## config.mk

```make
export PLATFORM = sky130hd
export DESIGN_NAME = fcmp_pipe_flat
export DESIGN_NICKNAME = d
export VERILOG_FILES = /design/src/rtl/fcmp_pipe_if.sv /design/src/rtl/fcmp_pipe.sv /design/src/flat_wrapper.sv
export SDC_FILE = /design/constraint.sdc
export NUM_CORES = 1
export LEC_CHECK = 0
export CORE_AREA = 3 3 82 84
export CTS_CLUSTER_DIAMETER = 60
export DETAILED_ROUTE_END_ITERATION = 10
export DIE_AREA = 0 0 85 87
export GPL_ROUTABILITY_DRIVEN = 0
export GPL_TIMING_DRIVEN = 0
export HOLD_SLACK_MARGIN = 0.08
export PLACE_DENSITY = 0.63
export SYNTH_ARGS = -nofsm -noshare
export SYNTH_HDL_FRONTEND = slang
export SYNTH_SLANG_ARGS = --single-unit
```

## constraint.sdc

```tcl
create_clock -name clk -period 3.5 [get_ports clk]
set_input_delay 0.7 -clock clk [delete_from_list [all_inputs] [get_ports clk]]
set_output_delay 0.7 -clock clk [all_outputs]
set_load 0.01 [all_outputs]
```

## src/rtl/fcmp_pipe_if.sv

```systemverilog
// Handshake and data bundle for the fcmp_pipe floating-point comparator.
// The master side offers operations and consumes results; the slave side
// is the comparator itself.
interface fcmp_pipe_if #(
  parameter int EXP_W = 8,
  parameter int MAN_W = 23,
  parameter int TAG_W = 4
);
  localparam int W = 1 + EXP_W + MAN_W;

  logic             in_valid;
  logic             in_ready;
  logic [W-1:0]     op1;
  logic [W-1:0]     op2;
  logic [1:0]       mode;
  logic [TAG_W-1:0] in_tag;
  logic             out_valid;
  logic             out_ready;
  logic             result;
  logic             invalid;
  logic [TAG_W-1:0] out_tag;

  modport master (
    output in_valid, op1, op2, mode, in_tag, out_ready,
    input  in_ready, out_valid, result, invalid, out_tag
  );

  modport slave (
    input  in_valid, op1, op2, mode, in_tag, out_ready,
    output in_ready, out_valid, result, invalid, out_tag
  );
endinterface

```

## src/rtl/fcmp_pipe.sv

```systemverilog
// Two-stage pipelined IEEE-style floating-point comparator.
// S1 latches operand classification and the raw magnitude compare;
// S2 turns that into the mode-specific result, invalid flag and tag.
// Valid/ready handshake on both sides, full throughput, no bubbles.
module fcmp_pipe #(
  parameter int EXP_W = 8,
  parameter int MAN_W = 23,
  parameter int TAG_W = 4
) (
  input  logic        clk,
  input  logic        rstn,
  fcmp_pipe_if.slave  bus
);
  localparam int W = 1 + EXP_W + MAN_W;

  // NaN: exponent all ones with a nonzero mantissa (infinity is ordered)
  function automatic logic is_nan(input logic [W-1:0] v);
    return (&v[W-2:MAN_W]) && (|v[MAN_W-1:0]);
  endfunction

  // stage 1 state
  logic             s1_valid_reg;
  logic             s1_nan_reg;
  logic             s1_zero_reg;
  logic             s1_sign1_reg;
  logic             s1_sign2_reg;
  logic             s1_mag_lt_reg;
  logic             s1_mag_eq_reg;
  logic [1:0]       s1_mode_reg;
  logic [TAG_W-1:0] s1_tag_reg;

  // stage 2 state (drives the output port)
  logic             s2_valid_reg;
  logic             s2_result_reg;
  logic             s2_invalid_reg;
  logic [TAG_W-1:0] s2_tag_reg;

  logic             in_fire;
  logic             s2_load;
  logic [W-2:0]     mag1;
  logic [W-2:0]     mag2;
  logic             ord_lt;
  logic             ord_eq;
  logic             result_next;
  logic             invalid_next;

  // S1 may take a new operation unless both stages are full and the output stalls
  assign bus.in_ready = !s1_valid_reg || !s2_valid_reg || bus.out_ready;
  assign in_fire      = bus.in_valid && bus.in_ready;
  assign s2_load      = s1_valid_reg && (!s2_valid_reg || bus.out_ready);

  assign mag1 = bus.op1[W-2:0];
  assign mag2 = bus.op2[W-2:0];

  assign bus.out_valid = s2_valid_reg;
  assign bus.result    = s2_result_reg;
  assign bus.invalid   = s2_invalid_reg;
  assign bus.out_tag   = s2_tag_reg;

  // Stage 1: classify operands and compare magnitudes on accept
  always_ff @(posedge clk or negedge rstn) begin
    if (!rstn) begin
      s1_valid_reg  <= 1'b0;
      s1_nan_reg    <= 1'b0;
      s1_zero_reg   <= 1'b0;
      s1_sign1_reg  <= 1'b0;
      s1_sign2_reg  <= 1'b0;
      s1_mag_lt_reg <= 1'b0;
      s1_mag_eq_reg <= 1'b0;
      s1_mode_reg   <= 2'b00;
      s1_tag_reg    <= '0;
    end else begin
      if (in_fire) begin
        s1_valid_reg  <= 1'b1;
        s1_nan_reg    <= is_nan(bus.op1) || is_nan(bus.op2);
        s1_zero_reg   <= (mag1 == '0) && (mag2 == '0);
        s1_sign1_reg  <= bus.op1[W-1];
        s1_sign2_reg  <= bus.op2[W-1];
        s1_mag_lt_reg <= mag1 < mag2;
        s1_mag_eq_reg <= mag1 == mag2;
        s1_mode_reg   <= bus.mode;
        s1_tag_reg    <= bus.in_tag;
      end else if (s2_load) begin
        s1_valid_reg  <= 1'b0;
      end
    end
  end

  // Resolve signed ordering and apply the requested predicate
  always_comb begin
    ord_lt       = 1'b0;
    ord_eq       = 1'b0;
    result_next  = 1'b0;
    invalid_next = 1'b0;
    if (s1_zero_reg) begin
      ord_eq = 1'b1;                       // +0 == -0
    end else if (s1_sign1_reg != s1_sign2_reg) begin
      ord_lt = s1_sign1_reg;               // the negative operand is smaller
    end else if (!s1_sign1_reg) begin
      ord_lt = s1_mag_lt_reg;
      ord_eq = s1_mag_eq_reg;
    end else begin
      ord_lt = !s1_mag_lt_reg && !s1_mag_eq_reg;  // negatives order reversed
      ord_eq = s1_mag_eq_reg;
    end
    case (s1_mode_reg)
      2'b00:   result_next = ord_lt && !s1_nan_reg;
      2'b01:   result_next = (ord_lt || ord_eq) && !s1_nan_reg;
      2'b10:   result_next = ord_eq && !s1_nan_reg;
      default: result_next = s1_nan_reg;
    endcase
    invalid_next = s1_nan_reg && !s1_mode_reg[1];
  end

  // Stage 2: output register, held while the consumer stalls
  always_ff @(posedge clk or negedge rstn) begin
    if (!rstn) begin
      s2_valid_reg   <= 1'b0;
      s2_result_reg  <= 1'b0;
      s2_invalid_reg <= 1'b0;
      s2_tag_reg     <= '0;
    end else begin
      if (s2_load) begin
        s2_valid_reg   <= 1'b1;
        s2_result_reg  <= result_next;
        s2_invalid_reg <= invalid_next;
        s2_tag_reg     <= s1_tag_reg;
      end else if (bus.out_ready) begin
        s2_valid_reg   <= 1'b0;
      end
    end
  end
endmodule
```

## src/flat_wrapper.sv

```systemverilog
// flat-port wrapper written by rule: the top's interface ports become plain ports
module fcmp_pipe_flat 
#(
  parameter int EXP_W = 8,
  parameter int MAN_W = 23,
  parameter int TAG_W = 4
)
  (clk, rstn, bus_in_valid, bus_op1, bus_op2, bus_mode, bus_in_tag, bus_out_ready, bus_in_ready, bus_out_valid, bus_result, bus_invalid, bus_out_tag);
  fcmp_pipe_if #(.EXP_W(EXP_W), .MAN_W(MAN_W), .TAG_W(TAG_W)) bus_i ();
  input  logic clk;
  input  logic rstn;
  input wire logic [$bits(bus_i.in_valid)-1:0] bus_in_valid;
  input wire logic [$bits(bus_i.op1)-1:0] bus_op1;
  input wire logic [$bits(bus_i.op2)-1:0] bus_op2;
  input wire logic [$bits(bus_i.mode)-1:0] bus_mode;
  input wire logic [$bits(bus_i.in_tag)-1:0] bus_in_tag;
  input wire logic [$bits(bus_i.out_ready)-1:0] bus_out_ready;
  output wire logic [$bits(bus_i.in_ready)-1:0] bus_in_ready;
  output wire logic [$bits(bus_i.out_valid)-1:0] bus_out_valid;
  output wire logic [$bits(bus_i.result)-1:0] bus_result;
  output wire logic [$bits(bus_i.invalid)-1:0] bus_invalid;
  output wire logic [$bits(bus_i.out_tag)-1:0] bus_out_tag;
  assign bus_i.in_valid = bus_in_valid;
  assign bus_i.op1 = bus_op1;
  assign bus_i.op2 = bus_op2;
  assign bus_i.mode = bus_mode;
  assign bus_i.in_tag = bus_in_tag;
  assign bus_i.out_ready = bus_out_ready;
  assign bus_in_ready = bus_i.in_ready;
  assign bus_out_valid = bus_i.out_valid;
  assign bus_result = bus_i.result;
  assign bus_invalid = bus_i.invalid;
  assign bus_out_tag = bus_i.out_tag;
  fcmp_pipe #(.EXP_W(EXP_W), .MAN_W(MAN_W), .TAG_W(TAG_W)) u_core (.clk(clk), .rstn(rstn), .bus(bus_i));
endmodule
```

* Word level (Yosys, flattened, before mapping) *
Cells that the tools add are included.

word-level totals
  bits in registers = 20
  bits of input ports = 74
  output and inout bits = 8
  word-level logic and storage cells = 58

operators by class
  order comparisons = 1
  equal/unequal tests = 4
  mux-type cells = 10
  reduce and logical (&&, ||, !) cells = 30

operators by type and width
  kind                count
  $logic_not 31->1    2
  $reduce_or 23->1    2
  $eq 31x31->1        1
  $lt 31x31->1        1
  $reduce_and 8->1    2
  $logic_and 1x1->1   10
  $mux 1              9
  $logic_not 1->1     6
  $logic_or 1x1->1    5
  $reduce_bool 2->1   2
  $pmux 1 s3          1
  $eq 2x1->1 const B  1
  $eq 2x2->1 const B  1
  $logic_not 2->1     1
  $ne 1x1->1          1

* Longest topological paths before layout *
Gate-level depths: netlist (run 1).

  depth after elaboration = 8
  mapped depth = 7

* Least setup slack after synthesis (run 1) *
No wires, ideal clock.

  path type = input port to flip-flop
  start point = input port bus_op2[10]
  end point = register u_core.s1_mag_eq_reg
  setup time = 92 ps
  arrival = 1854 ps
  path slack = 1555 ps
  stages on the path = 5
  path buffers = 0
  cells stage by stage = inv_1 ha_1 nand4_1 or4_1 o31ai_2

between the ends
  longest elaborated chain between the ends = 1

ends and longest elaborated chain
  element                 line                source
  start: declaration      flat_wrapper.sv:14  input wire logic [$bits(bus_i.op2)-1:0] bus_op2;
  $eq 31x31->1            fcmp_pipe.sv:80     s1_mag_eq_reg <= mag1 == mag2;
  end signal: assignment  fcmp_pipe.sv:80
  end: declaration        fcmp_pipe.sv:28     logic s1_mag_eq_reg;

Every way passes these cells.
A chain may end at the register's enable or synchronous reset.

* Worst setup path in the final report (run 1) *
  start point = input port bus_out_ready
  end point = output port bus_in_ready

between the ends
  longest elaborated chain between the ends = 1

ends and longest elaborated chain
  element             line                source
  start: declaration  flat_wrapper.sv:17  input wire logic [$bits(bus_i.out_ready)-1:0] bus_out_ready;
  $logic_or 1x1->1    fcmp_pipe.sv:48     assign bus.in_ready = !s1_valid_reg || !s2_valid_reg || bus.out_ready;
  end: declaration    flat_wrapper.sv:18  output wire logic [$bits(bus_i.in_ready)-1:0] bus_in_ready;

Every way passes these cells.

==> results of run 1 <==
## layout by cell type (no fill, tap or decap), drive strengths merged, types with 8 or more instances in the layout
master         instances
nor4                  14
a21oi                 16
nand2                 15
mux2                  13
ha                    34
nand4                 10
o21ai                  9
inv                   34
nor2                   8
clkdlybuf4s50         81
dfrtp                 20
## logic make-up after synthesis
family          after synthesis
compound gates               38
mux                          13
simple gates                 66
flops                        20
buf+inv                      35
fa+ha+maj                    34
## worst max path at each step
| stage | from | end | cells after the start |
|---|---|---|---|
| 2_1_floorplan | bus_op2[10] | u_core.s1_mag_eq_reg | 5 |
| 3_3_place_gp | bus_op2[6] | u_core.s1_mag_lt_reg | 8 |
| 3_5_place_dp | bus_op2[26] | u_core.s1_mag_lt_reg | 8 |
| 4_1_cts | bus_out_ready | bus_in_ready | 3 |
| 5_1_grt | bus_op2[26] | u_core.s1_mag_lt_reg | 8 |
| 6_report | bus_out_ready | bus_in_ready | 3 |
## layer usage
| metal | wire (um) | GRT usage | vias to the layer above |
|---|---|---|---|
| met4 | 13 | 0.0129 | 0 |
| met2 | 2280 | 0.224 | 38 |
| met3 | 207 | 0.0255 | 2 |
| met1 | 2340 | 0.179 | 782 |
| met5 | 0 | 0 | - |
| li1 | - | - | 932 |
## power breakdown
part           switching (uW)  internal (uW)  total (uW)
logic                     114            174         288
clock network            73.4            100         173
registers                21.1            264         285
## area by class of cell
cell class | count | area, um^2
Inverter | 34 | 128
Tap cell | 75 | 93.8
Timing Repair Buffer | 81 | 811
Clock buffer | 4 | 55.1
Multi-Input combinational cell | 151 | 1170
Sequential cell | 20 | 500
Buffer | 1 | 7.51
Fill cell | 587 | 3230
## metrics by stage
stage | cell area (um^2) | hold WS [ps] | util | cells
after floorplan | 1800 | 404 | - | 206
after global placement | 2710 | 469 | 0.452 | 362
after detailed placement | 2710 | 490 | 0.452 | 362
after CTS | 2760 | 507 | 0.461 | 366
after global routing | 2760 | 510 | 0.461 | 366
final | 2760 | 502 | 0.461 | 366
==> impl_metrics.py, run 1 <==
metrics = {
    "outcome": {
        "status": "finished clean",
    },
    "layout": {
        "n_antenna_cell": 0,
        "layout-drive-gt1-share": 0.0687,
        "syn2layout_area_growth_pct": 53.3,
        "fin_nets": 400,
    },
    "yosys": {
        "synth_top_area_cell": "dfrtp_1",
        "synthFlopType": "dfrtp_1",
        "synth_area_leaders": "dfrtp_1 (28%), ha_1 (24%), mux2_2 (8.1%), inv_1 (7.1%), nor4_1 (4.9%)",
        "synthCells": 206,
        "synth_async_sr_flop_share": 1.00,
        "synth_top_area_share": 0.278,
        "yosys_warnings": 0,
        "yosys-top-cells-count": "ha_1 (34), inv_1 (34), dfrtp_1 (20), a21oi_1 (16), nand2_1 (15)",
        "synth_cell_types": 30,
        "synth_compound_area_frac": 0.129,
        "ys_seq_area_frac": 0.278,
        "synth_edf_count": 0,
        "yosys.area_share.simple": 0.201,
        "synth_xor_area_frac": 0,
        "synth_top_family_by_area": "adder cells",
        "synthAdderAreaFrac": 0.236,
        "syn-cell-area_um2": 1800,
        "synth_nets": 314,
        "ys_ff_latch": 20,
        "post_synth.cell_area_avg_um2": 8.75,
        "muxShareOfSynthArea": 0.0813,
    },
    "placement": {
        "hpwl_mm": 4.27,
        "place_ws_ps": 762,
        "port_buffers": 81,
    },
    "global_route": {
        "grt_antenna_before_repair": 0,
        "globalRouteOverflowTotal": 0,
        "grt_pass1_wl_mm": 7.98,
        "grt_start_max_net_pins": 21,
        "grt_use_total": 0.132,
        "grt_pass1_vias": 1760,
    },
    "detailed_routing": {
        "avgViaCountPerCell": 4.79,
        "antenna_left": 0,
        "drt_iter0_markers": 35,
        "vias": 1754,
        "post_drt_wl_per_cell_um": 13.2,
        "wirelength_mm": 4.84,
        "firstDrtPassIters": 4,
        "drc": 0,
    },
    "power": {
        "leakagePower_uw": 0.00122,
        "power_density_nw_per_um2": 270,
        "power_uw": 747,
        "ir_drop_v": 0.000278,
    },
    "worst_setup_path": {
        "critical_path_class": "in2out",
        "critPathSlowestCell": "clkdlybuf4s50_1",
        "cp_max_fo": 3,
        "reg2reg_to": "u_core.s1_mode_reg[1]",
        "r2r.worst_path.cells": 4,
        "timing.critical_path.buf_inv": 2,
        "cp_cell_sequence": "clkdlybuf4s50_1, nand3b_1, clkdlybuf4s50_1",
        "cp_top_family": "buffers and inverters",
        "cp-end-kind": "primary output",
        "r2r_slack_ps": 2040,
        "regToRegStartpoint": "u_core.s1_valid_reg",
        "cp_data_required_time_ps": 2800,
        "cp-start-kind": "input port",
        "path_common_cell": "clkdlybuf4s50_1",
        "critPathArrivalTime_ps": 1890,
        "critPathMaxStageDelay_ps": 560,
    },
    "run": {
        "cap_viol_max_count": 0,
    },
    "sta": {
        "period_share": 0.740,
        "fin_tns_setup_ps": 0,
        "setup-violations-final": 0,
        "min_period_ps": 2590,
        "rsz0062_at_grt": "no",
        "fmax_mhz": 386,
        "final_hold_viol_count": 0,
        "maxSlewHeadroom": 0.395,
        "clock_skew_ps": 0.994,
        "slew_violations": 0,
        "fin_ws_ps": 909,
        "tightest_slew_ps": 905,
    },
    "clock_network": {
        "h-tree-depth": 1,
        "clockBufferDepth": 2,
        "clock_latency_ps": 250,
        "tritoncts": "yes",
        "cts.sinks": 20,
        "cts_resized": 0,
        "cts_setup_buffers": 0,
        "hold_buffers": 0,
        "cts-root-buf": "clkbuf_8",
        "clk_pin_slew_ps": 70,
        "cts_buffers": 3,
    },
    "hold_path": {
        "hold_end": "u_core.s1_tag_reg[1]",
        "hold_class": "reg2reg",
        "min_from": "u_core.s1_tag_reg[1]",
        "hold_depth": 1,
    },
    "floorplanning": {
        "die-area_um2": 7400,
        "die_h_um": 87,
        "placementRows": 28,
        "die_w_um": 85,
        "initial_core_util": 0.301,
        "core_area_um2": 5990,
        "io_pins": 82,
    },
}
Power figures use the tool's default switching activity.
==> run 2, diff against run 1 <==
PLACE_DENSITY = 0.65   (was 0.63)
clock period = 2.37 ns   (was 3.5 ns; I/O delays follow)
==> run 2 against run 1 <==
- total power increased by 48%
- sequential power increased by 47%
- cell count unchanged
- via count increased by 0.63%
- clock skew about the same
- worst setup slack got worse by 800 ps
- critical path depth increased by 5
- hold slack got worse by 5.3 ps
- routed wire length increased by 0.14%
- clock power increased by 47%
- sequential cell count unchanged
- critical endpoint is now u_core.s1_mag_lt_reg
- largest power group unchanged
==> impl_metrics.py, run 2 (synthesis results as in run 1) <==
metrics = {
    "floorplanning": {
        "initial_core_util": 0.301,
        "die-area_um2": 7400,
        "die_w_um": 85,
        "die_h_um": 87,
        "io_pins": 82,
        "placementRows": 28,
        "core_area_um2": 5990,
    },
    "worst_setup_path": {
        "critPathSlowestCell": "a2111oi_1",
        "cp_top_family": "compound AO/OA/AOI/OAI gates",
        "cp_cell_sequence": "clkdlybuf4s50_1, inv_1, ha_1, a21oi_1, o21ai_0, a2111oi_1, o211ai_1, a21oi_1",
        "cp-start-kind": "input port",
        "path_common_cell": "a21oi_1",
        "critPathMaxStageDelay_ps": 560,
        "critPathArrivalTime_ps": 2440,
        "cp_data_required_time_ps": 2550,
        "cp_max_fo": 3,
        "cp-end-kind": "flip-flop",
        "timing.critical_path.buf_inv": 2,
        "critical_path_class": "in2reg",
    },
    "clock_network": {
        "cts_buffers": 3,
        "clock_latency_ps": 260,
        "hold_buffers": 0,
        "cts_setup_buffers": 0,
        "clockBufferDepth": 2,
        "cts_resized": 0,
        "clk_pin_slew_ps": 70,
        "cts.sinks": 20,
        "h-tree-depth": 1,
        "cts-root-buf": "clkbuf_8",
        "tritoncts": "yes",
    },
    "global_route": {
        "grt_use_total": 0.134,
        "grt_antenna_before_repair": 0,
        "grt_pass1_wl_mm": 8.17,
        "globalRouteOverflowTotal": 0,
        "grt_pass1_vias": 1818,
        "grt_start_max_net_pins": 21,
    },
    "sta": {
        "fmax_mhz": 442,
        "maxSlewHeadroom": 0.415,
        "setup-violations-final": 0,
        "clock_skew_ps": 1.22,
        "whs_ps": 496,
        "tightest_slew_ps": 875,
        "min_period_ps": 2260,
        "rsz0062_at_grt": "no",
        "slew_violations": 0,
        "final_hold_viol_count": 0,
        "period_share": 0.954,
    },
    "power": {
        "power_uw": 1110,
        "ir_drop_v": 0.000360,
        "leakagePower_uw": 0.00122,
        "power_density_nw_per_um2": 399,
    },
    "outcome": {
        "status": "finished clean",
    },
    "layout": {
        "syn2layout_area_growth_pct": 53.7,
        "final_common_cell": "clkdlybuf4s50_1",
        "layout-drive-gt1-share": 0.0722,
        "utilization": 0.462,
        "fin_nets": 400,
        "layout_common_cells": "clkdlybuf4s50_1 (81), inv_1 (34), ha_1 (34)",
        "n_antenna_cell": 0,
    },
    "detailed_routing": {
        "firstDrtPassIters": 4,
        "post_drt_wl_per_cell_um": 13.3,
        "avgViaCountPerCell": 4.82,
        "wirelength_mm": 4.85,
        "drt_iter0_markers": 26,
        "vias": 1765,
        "drc": 0,
        "antenna_left": 0,
    },
    "placement": {
        "hpwl_mm": 4.28,
        "port_buffers": 81,
    },
    "hold_path": {
        "hold_class": "reg2reg",
    },
    "run": {
        "cap_viol_max_count": 0,
    },
}
## run 2: tightest hold or removal path, delay by kind of cell, from the launching register on
family	cells	cell delay, ps
compound gates	1	60
simple gates	1	50
flops	1	350
## run 2: path summary, 6_finish.rpt
| path | endpoint | slack (ps) | from | cells past startpoint |
|---|---|---|---|---|
| max | u_core.s1_mag_lt_reg | 110 | bus_op2[6] | 8 |
| min | u_core.bus.invalid | 500 | u_core.bus.invalid | 2 |
| max reg2reg | u_core.s1_tag_reg[0] | 920 | u_core.s1_valid_reg | 4 |
| min reg2reg | u_core.bus.invalid | 500 | u_core.bus.invalid | 2 |
| max in group asynchronous | u_core.bus.out_tag[1] | 1120 | rstn | 1 |
| min in group asynchronous | u_core.bus.out_valid | 710 | rstn | 1 |
## run 2: area by class of cell
cell class,instances,area [um^2]
Buffer,1,7.51
Clock buffer,4,55.1
Fill cell,573,3220
Inverter,34,128
Multi-Input combinational cell,151,1170
Sequential cell,20,500
Tap cell,75,93.8
Timing Repair Buffer,81,811
## run 2: per-layer routing
metal / share of wire / global-route usage
met1: 0.47 / 0.174
met2: 0.45 / 0.225
met3: 0.062 / 0.0284
met4: 0.014 / 0.0360
met5: 0 / 0
## run 2: stage by stage
| stage | cells | instance area (um^2) | worst slack (ps) | TNS (ps) |
|---|---|---|---|---|
| 5_1_grt | 366 | 2770 | 6.22 | 0 |
| 4_1_cts | 366 | 2760 | 77.1 | 0 |
| 2_1_floorplan | 206 | 1800 | 651 | 0 |
| 3_3_place_gp | 362 | 2710 | -196 | -196 |
| 3_5_place_dp | 362 | 2710 | -181 | -181 |
| 6_report | 366 | 2770 | 109 | 0 |
## run 2: report_power, final
group          internal, uW  leakage [uW]  switching (uW)
Sequential              390      0.000241            29.6
Clock                   148     0.0000288             107
Combinational           260      0.000954             171
Total                   798       0.00122             308
